## config.mk

```make
export PLATFORM = sky130hd
export DESIGN_NAME = alu_cmd_sequencer_flat
export DESIGN_NICKNAME = d
export VERILOG_FILES = /design/src/rtl/alu_cmd_sequencer_if.sv /design/src/rtl/alu_cmd_sequencer.sv /design/src/flat_wrapper.sv
export SDC_FILE = /design/constraint.sdc
export NUM_CORES = 1
export LEC_CHECK = 0
export BUFFER_PORTS_ARGS = -buffer_cell sky130_fd_sc_hd__buf_2
export CAP_MARGIN = 20
export CORE_UTILIZATION = 51
export DETAILED_ROUTE_END_ITERATION = 12
export GPL_ROUTABILITY_DRIVEN = 0
export PLACE_DENSITY = 0.83
export SLEW_MARGIN = 20
export SYNTH_ARGS = -nofsm -noshare
export SYNTH_HDL_FRONTEND = slang
export SYNTH_SLANG_ARGS = --single-unit
```

## constraint.sdc

```tcl
create_clock -name clk -period 4.77 [get_ports clk]
set_input_delay 0.954 -clock clk [delete_from_list [all_inputs] [get_ports clk]]
set_output_delay 0.954 -clock clk [all_outputs]
set_load 0.05 [all_outputs]
```

## src/rtl/alu_cmd_sequencer_if.sv

```systemverilog
// Signal bundle between alu_cmd_sequencer and its environment: the command
// channel, the response channel, the ALU operand/result wires and the
// architectural flag register. Optional feature macro: ALU_SEQ_STICKY_OVF_EN
// adds StickyV / ClearSticky.
//
// Handshake rule for both channels: a transfer happens at a rising clk edge
// where valid && ready are both 1. The source holds its payload stable while
// valid is high and ready is low, and valid never depends combinationally on
// ready.
interface alu_cmd_sequencer_if #(
  parameter int WIDTH = 4
);
  logic             CmdValid;
  logic             CmdReady;
  logic [WIDTH-1:0] CmdA;
  logic [WIDTH-1:0] CmdB;
  logic [1:0]       CmdOp;
  logic [3:0]       CmdCond;
  logic [1:0]       CmdFlagWrite;
  logic [WIDTH-1:0] A;
  logic [WIDTH-1:0] B;
  logic [1:0]       ALUControl;
  logic [WIDTH-1:0] Result;
  logic [3:0]       ALUFlags;
  logic             RspValid;
  logic             RspReady;
  logic [WIDTH-1:0] RspResult;
  logic [3:0]       RspFlags;
  logic             RspExec;
  logic [3:0]       Flags;
`ifdef ALU_SEQ_STICKY_OVF_EN
  logic             StickyV;
  logic             ClearSticky;

  modport master (
    input  CmdValid, CmdA, CmdB, CmdOp, CmdCond, CmdFlagWrite,
    input  Result, ALUFlags, RspReady, ClearSticky,
    output CmdReady, A, B, ALUControl,
    output RspValid, RspResult, RspFlags, RspExec, Flags, StickyV
  );

  modport slave (
    output CmdValid, CmdA, CmdB, CmdOp, CmdCond, CmdFlagWrite,
    output Result, ALUFlags, RspReady, ClearSticky,
    input  CmdReady, A, B, ALUControl,
    input  RspValid, RspResult, RspFlags, RspExec, Flags, StickyV
  );
`else
  modport master (
    input  CmdValid, CmdA, CmdB, CmdOp, CmdCond, CmdFlagWrite,
    input  Result, ALUFlags, RspReady,
    output CmdReady, A, B, ALUControl,
    output RspValid, RspResult, RspFlags, RspExec, Flags
  );

  modport slave (
    output CmdValid, CmdA, CmdB, CmdOp, CmdCond, CmdFlagWrite,
    output Result, ALUFlags, RspReady,
    input  CmdReady, A, B, ALUControl,
    input  RspValid, RspResult, RspFlags, RspExec, Flags
  );
`endif
endinterface

```

## src/rtl/alu_cmd_sequencer.sv

```systemverilog
// Sequential front end for a combinational ALU. Accepts one command, drives
// the ALU from registers for one settle cycle, captures Result/ALUFlags,
// conditionally updates the NZCV register and returns the result.
// Optional feature macro: ALU_SEQ_STICKY_OVF_EN (sticky overflow bit).
// state_dbg exposes the FSM state: 0 IDLE, 1 EXEC, 2 RESP.
module alu_cmd_sequencer #(
  parameter int WIDTH = 4
) (
  input  logic                clk,
  input  logic                reset_n,
  alu_cmd_sequencer_if.master bus,
  output logic [1:0]          state_dbg
);

  typedef enum logic [1:0] {
    IDLE = 2'd0,
    EXEC = 2'd1,
    RESP = 2'd2
  } state_t;

  state_t     state;
  logic [3:0] cond_q;
  logic [1:0] fw_q;
  logic       cond_ex;
  logic       accept;

  // ARM condition evaluation against flags {N,Z,C,V}.
  function automatic logic cond_pass(input logic [3:0] c, input logic [3:0] f);
    logic n, z, cf, v;
    n  = f[3];
    z  = f[2];
    cf = f[1];
    v  = f[0];
    case (c)
      4'b0000: cond_pass = z;
      4'b0001: cond_pass = !z;
      4'b0010: cond_pass = cf;
      4'b0011: cond_pass = !cf;
      4'b0100: cond_pass = n;
      4'b0101: cond_pass = !n;
      4'b0110: cond_pass = v;
      4'b0111: cond_pass = !v;
      4'b1000: cond_pass = cf && !z;
      4'b1001: cond_pass = !cf || z;
      4'b1010: cond_pass = (n == v);
      4'b1011: cond_pass = (n != v);
      4'b1100: cond_pass = !z && (n == v);
      4'b1101: cond_pass = z || (n != v);
      4'b1110: cond_pass = 1'b1;
      default: cond_pass = 1'b0;
    endcase
  endfunction

  // Ready in IDLE, or in RESP when the response is leaving on this edge.
  assign bus.CmdReady = (state == IDLE) || ((state == RESP) && bus.RspReady);
  assign accept       = bus.CmdValid && bus.CmdReady;
  assign cond_ex      = cond_pass(cond_q, bus.Flags);
  assign state_dbg    = state;

  // Control FSM with registered ALU drive, response and flag registers.
  always_ff @(posedge clk or negedge reset_n) begin
    if (!reset_n) begin
      state          <= IDLE;
      bus.A          <= '0;
      bus.B          <= '0;
      bus.ALUControl <= 2'b00;
      cond_q         <= 4'b0000;
      fw_q           <= 2'b00;
      bus.RspValid   <= 1'b0;
      bus.RspResult  <= '0;
      bus.RspFlags   <= 4'b0000;
      bus.RspExec    <= 1'b0;
      bus.Flags      <= 4'b0000;
    end else begin
      case (state)
        IDLE: begin
          if (accept) begin
            bus.A          <= bus.CmdA;
            bus.B          <= bus.CmdB;
            bus.ALUControl <= bus.CmdOp;
            cond_q         <= bus.CmdCond;
            fw_q           <= bus.CmdFlagWrite;
            state          <= EXEC;
          end
        end
        EXEC: begin
          bus.RspResult <= bus.Result;
          bus.RspFlags  <= bus.ALUFlags;
          bus.RspExec   <= cond_ex;
          bus.RspValid  <= 1'b1;
          if (cond_ex && fw_q[1]) bus.Flags[3:2] <= bus.ALUFlags[3:2];
          if (cond_ex && fw_q[0]) bus.Flags[1:0] <= bus.ALUFlags[1:0];
          state <= RESP;
        end
        RESP: begin
          if (bus.RspReady) begin
            bus.RspValid <= 1'b0;
            if (accept) begin
              bus.A          <= bus.CmdA;
              bus.B          <= bus.CmdB;
              bus.ALUControl <= bus.CmdOp;
              cond_q         <= bus.CmdCond;
              fw_q           <= bus.CmdFlagWrite;
              state          <= EXEC;
            end else begin
              state <= IDLE;
            end
          end
        end
        default: state <= IDLE;
      endcase
    end
  end

`ifdef ALU_SEQ_STICKY_OVF_EN
  // Sticky overflow: set when V is written with 1; a set beats a clear.
  always_ff @(posedge clk or negedge reset_n) begin
    if (!reset_n) begin
      bus.StickyV <= 1'b0;
    end else if ((state == EXEC) && cond_ex && fw_q[0] && bus.ALUFlags[0]) begin
      bus.StickyV <= 1'b1;
    end else if (bus.ClearSticky) begin
      bus.StickyV <= 1'b0;
    end
  end
`endif

endmodule

```

## src/flat_wrapper.sv

```systemverilog
// flat-port wrapper written by rule: the top's interface ports become plain ports
module alu_cmd_sequencer_flat 
#(
  parameter int WIDTH = 4
)
  (clk, reset_n, state_dbg, bus_CmdValid, bus_CmdA, bus_CmdB, bus_CmdOp, bus_CmdCond, bus_CmdFlagWrite, bus_Result, bus_ALUFlags, bus_RspReady, bus_CmdReady, bus_A, bus_B, bus_ALUControl, bus_RspValid, bus_RspResult, bus_RspFlags, bus_RspExec, bus_Flags);
  alu_cmd_sequencer_if #(.WIDTH(WIDTH)) bus_i ();
  input  logic clk;
  input  logic reset_n;
  output logic [1:0] state_dbg;
  input wire logic [$bits(bus_i.CmdValid)-1:0] bus_CmdValid;
  input wire logic [$bits(bus_i.CmdA)-1:0] bus_CmdA;
  input wire logic [$bits(bus_i.CmdB)-1:0] bus_CmdB;
  input wire logic [$bits(bus_i.CmdOp)-1:0] bus_CmdOp;
  input wire logic [$bits(bus_i.CmdCond)-1:0] bus_CmdCond;
  input wire logic [$bits(bus_i.CmdFlagWrite)-1:0] bus_CmdFlagWrite;
  input wire logic [$bits(bus_i.Result)-1:0] bus_Result;
  input wire logic [$bits(bus_i.ALUFlags)-1:0] bus_ALUFlags;
  input wire logic [$bits(bus_i.RspReady)-1:0] bus_RspReady;
  output wire logic [$bits(bus_i.CmdReady)-1:0] bus_CmdReady;
  output wire logic [$bits(bus_i.A)-1:0] bus_A;
  output wire logic [$bits(bus_i.B)-1:0] bus_B;
  output wire logic [$bits(bus_i.ALUControl)-1:0] bus_ALUControl;
  output wire logic [$bits(bus_i.RspValid)-1:0] bus_RspValid;
  output wire logic [$bits(bus_i.RspResult)-1:0] bus_RspResult;
  output wire logic [$bits(bus_i.RspFlags)-1:0] bus_RspFlags;
  output wire logic [$bits(bus_i.RspExec)-1:0] bus_RspExec;
  output wire logic [$bits(bus_i.Flags)-1:0] bus_Flags;
  assign bus_i.CmdValid = bus_CmdValid;
  assign bus_i.CmdA = bus_CmdA;
  assign bus_i.CmdB = bus_CmdB;
  assign bus_i.CmdOp = bus_CmdOp;
  assign bus_i.CmdCond = bus_CmdCond;
  assign bus_i.CmdFlagWrite = bus_CmdFlagWrite;
  assign bus_i.Result = bus_Result;
  assign bus_i.ALUFlags = bus_ALUFlags;
  assign bus_i.RspReady = bus_RspReady;
  assign bus_CmdReady = bus_i.CmdReady;
  assign bus_A = bus_i.A;
  assign bus_B = bus_i.B;
  assign bus_ALUControl = bus_i.ALUControl;
  assign bus_RspValid = bus_i.RspValid;
  assign bus_RspResult = bus_i.RspResult;
  assign bus_RspFlags = bus_i.RspFlags;
  assign bus_RspExec = bus_i.RspExec;
  assign bus_Flags = bus_i.Flags;
  alu_cmd_sequencer #(.WIDTH(WIDTH)) u_core (.clk(clk), .reset_n(reset_n), .bus(bus_i), .state_dbg(state_dbg));
endmodule
```

==> results.py <==
metrics = {
    "run_status": {
        "outcome": "complete, no violations",
    },
    "synth": {
        "ys_ff_latch": 32,
        "yosysWarningCount": 0,
        "synth.yosys.seq_area_share": 0.557,
        "syn_area_per_cell_sq_um": 13.6,
        "postSynthCellCount": 106,
        "synth.distinct_cells": 33,
        "post_synth_instance_area_sq_mm": 0.00144,
        "synth_fp_nets": 134,
    },
    "setup_path": {
        "crit_required_ns": 3.82,
        "worstPathArrival_ns": 1.54,
        "reg2reg_slack_ns": 2.65,
        "path_max_fanout": 3,
        "worst_path_class_setup": "input port to primary output",
        "r2r_start": "u_core.cond_q[0]$_DFFE_PN0P_",
        "worst_setup_path_startpoint": "bus_RspReady",
        "rr_worst_depth": 6,
        "endpoint_kind": "primary output",
        "crit_path_end": "bus_CmdReady",
        "reg2reg_to": "u_core.bus.Flags[0]$_DFFE_PN0P_",
        "worst_setup_path_start_kind": "input port",
    },
    "grt": {
        "grt_first_pass_wirelength_mm": 4.35,
        "first_global_vias": 995,
        "largest_net_degree_at_the_start_of_global_routing": 33,
        "grt_antenna_before_repair": 0,
        "grt_ovf": 0,
        "grt_util_all_layers": 0.213,
    },
    "route": {
        "drt_iter0_markers": 11,
        "routed_wl_mm": 2.70,
        "drt-pass1-iter-count": 4,
        "wire_per_inst_um": 14.1,
        "drt.antenna.violating_nets": 0,
        "drcViolationCount": 0,
        "routed-via-count": 1015,
        "route.detailed.vias_per_inst": 5.31,
    },
    "clocking": {
        "clock_path_buffers": 2,
        "cts_buffers": 5,
        "post_cts_resize_count": 0,
        "cts.htree.levels": 2,
        "cts_tree": "built",
        "postCtsSetupRepairBufs": 0,
        "clock-sinks": 32,
        "clk_latency_ns": 0.33,
        "cts_hold_repair.buffers": 0,
        "clk_pin_slew_worst_paths_ns": 0.09,
        "cell_chosen_for_the_clock_root": "clkbuf_4",
    },
    "cells_and_area": {
        "drive_gt1_frac": 0.571,
        "area_growth_syn_to_layout_pct": 24.1,
        "final_net_count": 188,
        "insertedDiodeCount": 0,
        "mostFrequentLayoutCells": "buf_2, dfrtp_1, mux2_2",
        "nFillCells": 198,
        "final_common_cell": "buf_2",
    },
    "die": {
        "chipHeight_um": 55.1,
        "die_x_um": 55.1,
        "top_level_ports": 55,
        "placementRows": 18,
        "initial_cell_density_of_the_core": 0.560,
        "fp.coreArea_sq_mm": 0.00257,
        "dieArea_sq_mm": 0.00304,
    },
    "pwr": {
        "ratio_of_total_power_to_cell_area_mw_per_mm2": 716,
        "design_power_total_mw": 1.28,
        "total_leakage_power_nw": 0.841,
        "vdd_drop_max_mv": 0.511,
    },
    "timing": {
        "layout_min_cycle_time_ns": 2.49,
        "hold_slack_ns": 0.509,
        "slew_at_the_pin_with_the_worst_max_slew_slack_ns": 0.716,
        "finalMaxSlewViolations": 0,
        "setup-tns-final_ns": 0,
        "fmax_mhz": 401,
        "setup_repair_after_global_routing_missed_its_margin": "no",
        "period_share": 0.523,
        "timing.max_slew.rel_slack": 0.522,
        "final_hold_viol_count": 0,
        "timing.final.setup_violations": 0,
        "finClkSkew_ns": 0.00728,
    },
    "placed_design": {
        "place_hpwl_mm": 1.97,
        "placement.io_buffers": 54,
    },
    "min_path": {
        "hold_class": "flip-flop to flip-flop",
    },
    "run": {
        "drv_cap": 0,
    },
}
==> flip-flops by register name, summed over array words and instances, names as in the netlist, 2 cells and up <==
name,flops
u_core.bus.ALUControl,2
u_core.state_dbg,2
u_core.fw_q,2
u_core.cond_q,4
u_core.bus.Flags,4
u_core.bus.RspFlags,4
u_core.bus.RspResult,4
u_core.bus.A,4
u_core.bus.B,4
==> per-layer routing <==
layer / global-route usage / vias up / share of wire
met3: 0.0710 / 4 / 0.050
met4: 0.108 / 0 / 0.0096
met2: 0.343 / 34 / 0.50
met5: 0 / - / 0
li1: - / 487 / -
met1: 0.251 / 490 / 0.44
==> worst min-delay path by stage <==
stage,depth (start not counted),endpoint,startpoint,slack (ns)
2_1_floorplan,1,u_core.fw_q[1]$_DFFE_PN0P_,u_core.fw_q[1]$_DFFE_PN0P_,0.48
3_3_place_gp,1,u_core.bus.RspResult[0]$_DFFE_PN0P_,u_core.bus.RspResult[0]$_DFFE_PN0P_,0.48
3_5_place_dp,1,u_core.bus.A[1]$_DFFE_PN0P_,u_core.bus.A[1]$_DFFE_PN0P_,0.49
4_1_cts,1,u_core.bus.RspFlags[1]$_DFFE_PN0P_,u_core.bus.RspFlags[1]$_DFFE_PN0P_,0.52
5_1_grt,1,u_core.bus.RspFlags[3]$_DFFE_PN0P_,u_core.bus.RspFlags[3]$_DFFE_PN0P_,0.54
6_report,1,u_core.bus.RspResult[0]$_DFFE_PN0P_,u_core.bus.RspResult[0]$_DFFE_PN0P_,0.51
==> Yosys cell counts, drive strengths merged <==
library cell | count | share of area
a2111oi | 1 | 0.0061
a21oi | 3 | 0.010
a41o | 1 | 0.0070
and2 | 2 | 0.010
buf | 4 | 0.024
clkbuf | 3 | 0.015
dfrtp | 32 | 0.56
inv | 1 | 0.0026
mux2 | 29 | 0.23
mux2i | 1 | 0.0070
nand2 | 4 | 0.010
nand2b | 1 | 0.0044
nand3 | 3 | 0.014
nand3b | 1 | 0.0052
nand4b | 2 | 0.012
nor2 | 3 | 0.0078
nor2b | 1 | 0.0044
nor3 | 2 | 0.0070
nor3b | 1 | 0.0052
nor4 | 1 | 0.0044
o21ai | 2 | 0.0070
o32a | 2 | 0.016
or2b | 2 | 0.011
or3b | 1 | 0.0061
xnor2 | 2 | 0.012
xor2 | 1 | 0.0061
==> stage by stage <==
step	setup WS, ns	instances	instance area, sq um	util
global route	2.23	191	1780	0.695
global placement	2.32	183	1690	0.658
finish	2.28	191	1780	0.695
detailed placement	2.27	183	1690	0.658
floorplan	1.75	106	1440	-
CTS	2.27	191	1780	0.695
==> critical path, stage by stage <==
cell	delay [ns]
buf_2	0.07
inv_1	0.05
a21oi_1	0.17
buf_2	0.29
==> kinds of logic after synthesis <==
| group | share of synthesized area |
|---|---|
| buffers and inverters | 0.0418 |
| XOR/XNOR | 0.0183 |
| AND/OR/NAND/NOR | 0.103 |
| flip-flops | 0.557 |
| multiplexers | 0.234 |
| AO/OA/AOI/OAI | 0.0461 |
==> power breakdown <==
| group | leakage, nW | internal, mW | switching (mW) |
|---|---|---|---|
| combinational | 0.415 | 0.189 | 0.411 |
| clock | 0.0515 | 0.139 | 0.0925 |
| sequential | 0.375 | 0.362 | 0.0839 |
| total | 0.841 | 0.691 | 0.587 |
==> cell type report <==
| class | count | area, sq um | share of cell area |
|---|---|---|---|
| clock buffers | 7 | 65.1 | 0.0365 |
| clock inverters | 1 | 30.0 | 0.0168 |
| inverters | 1 | 3.75 | 0.00210 |
| multi-input cells | 66 | 577 | 0.323 |
| flip-flops and latches | 32 | 801 | 0.449 |
| well taps | 30 | 37.5 | 0.0210 |
| repair buffers | 54 | 270 | 0.151 |
Power figures use the tool's default switching activity.
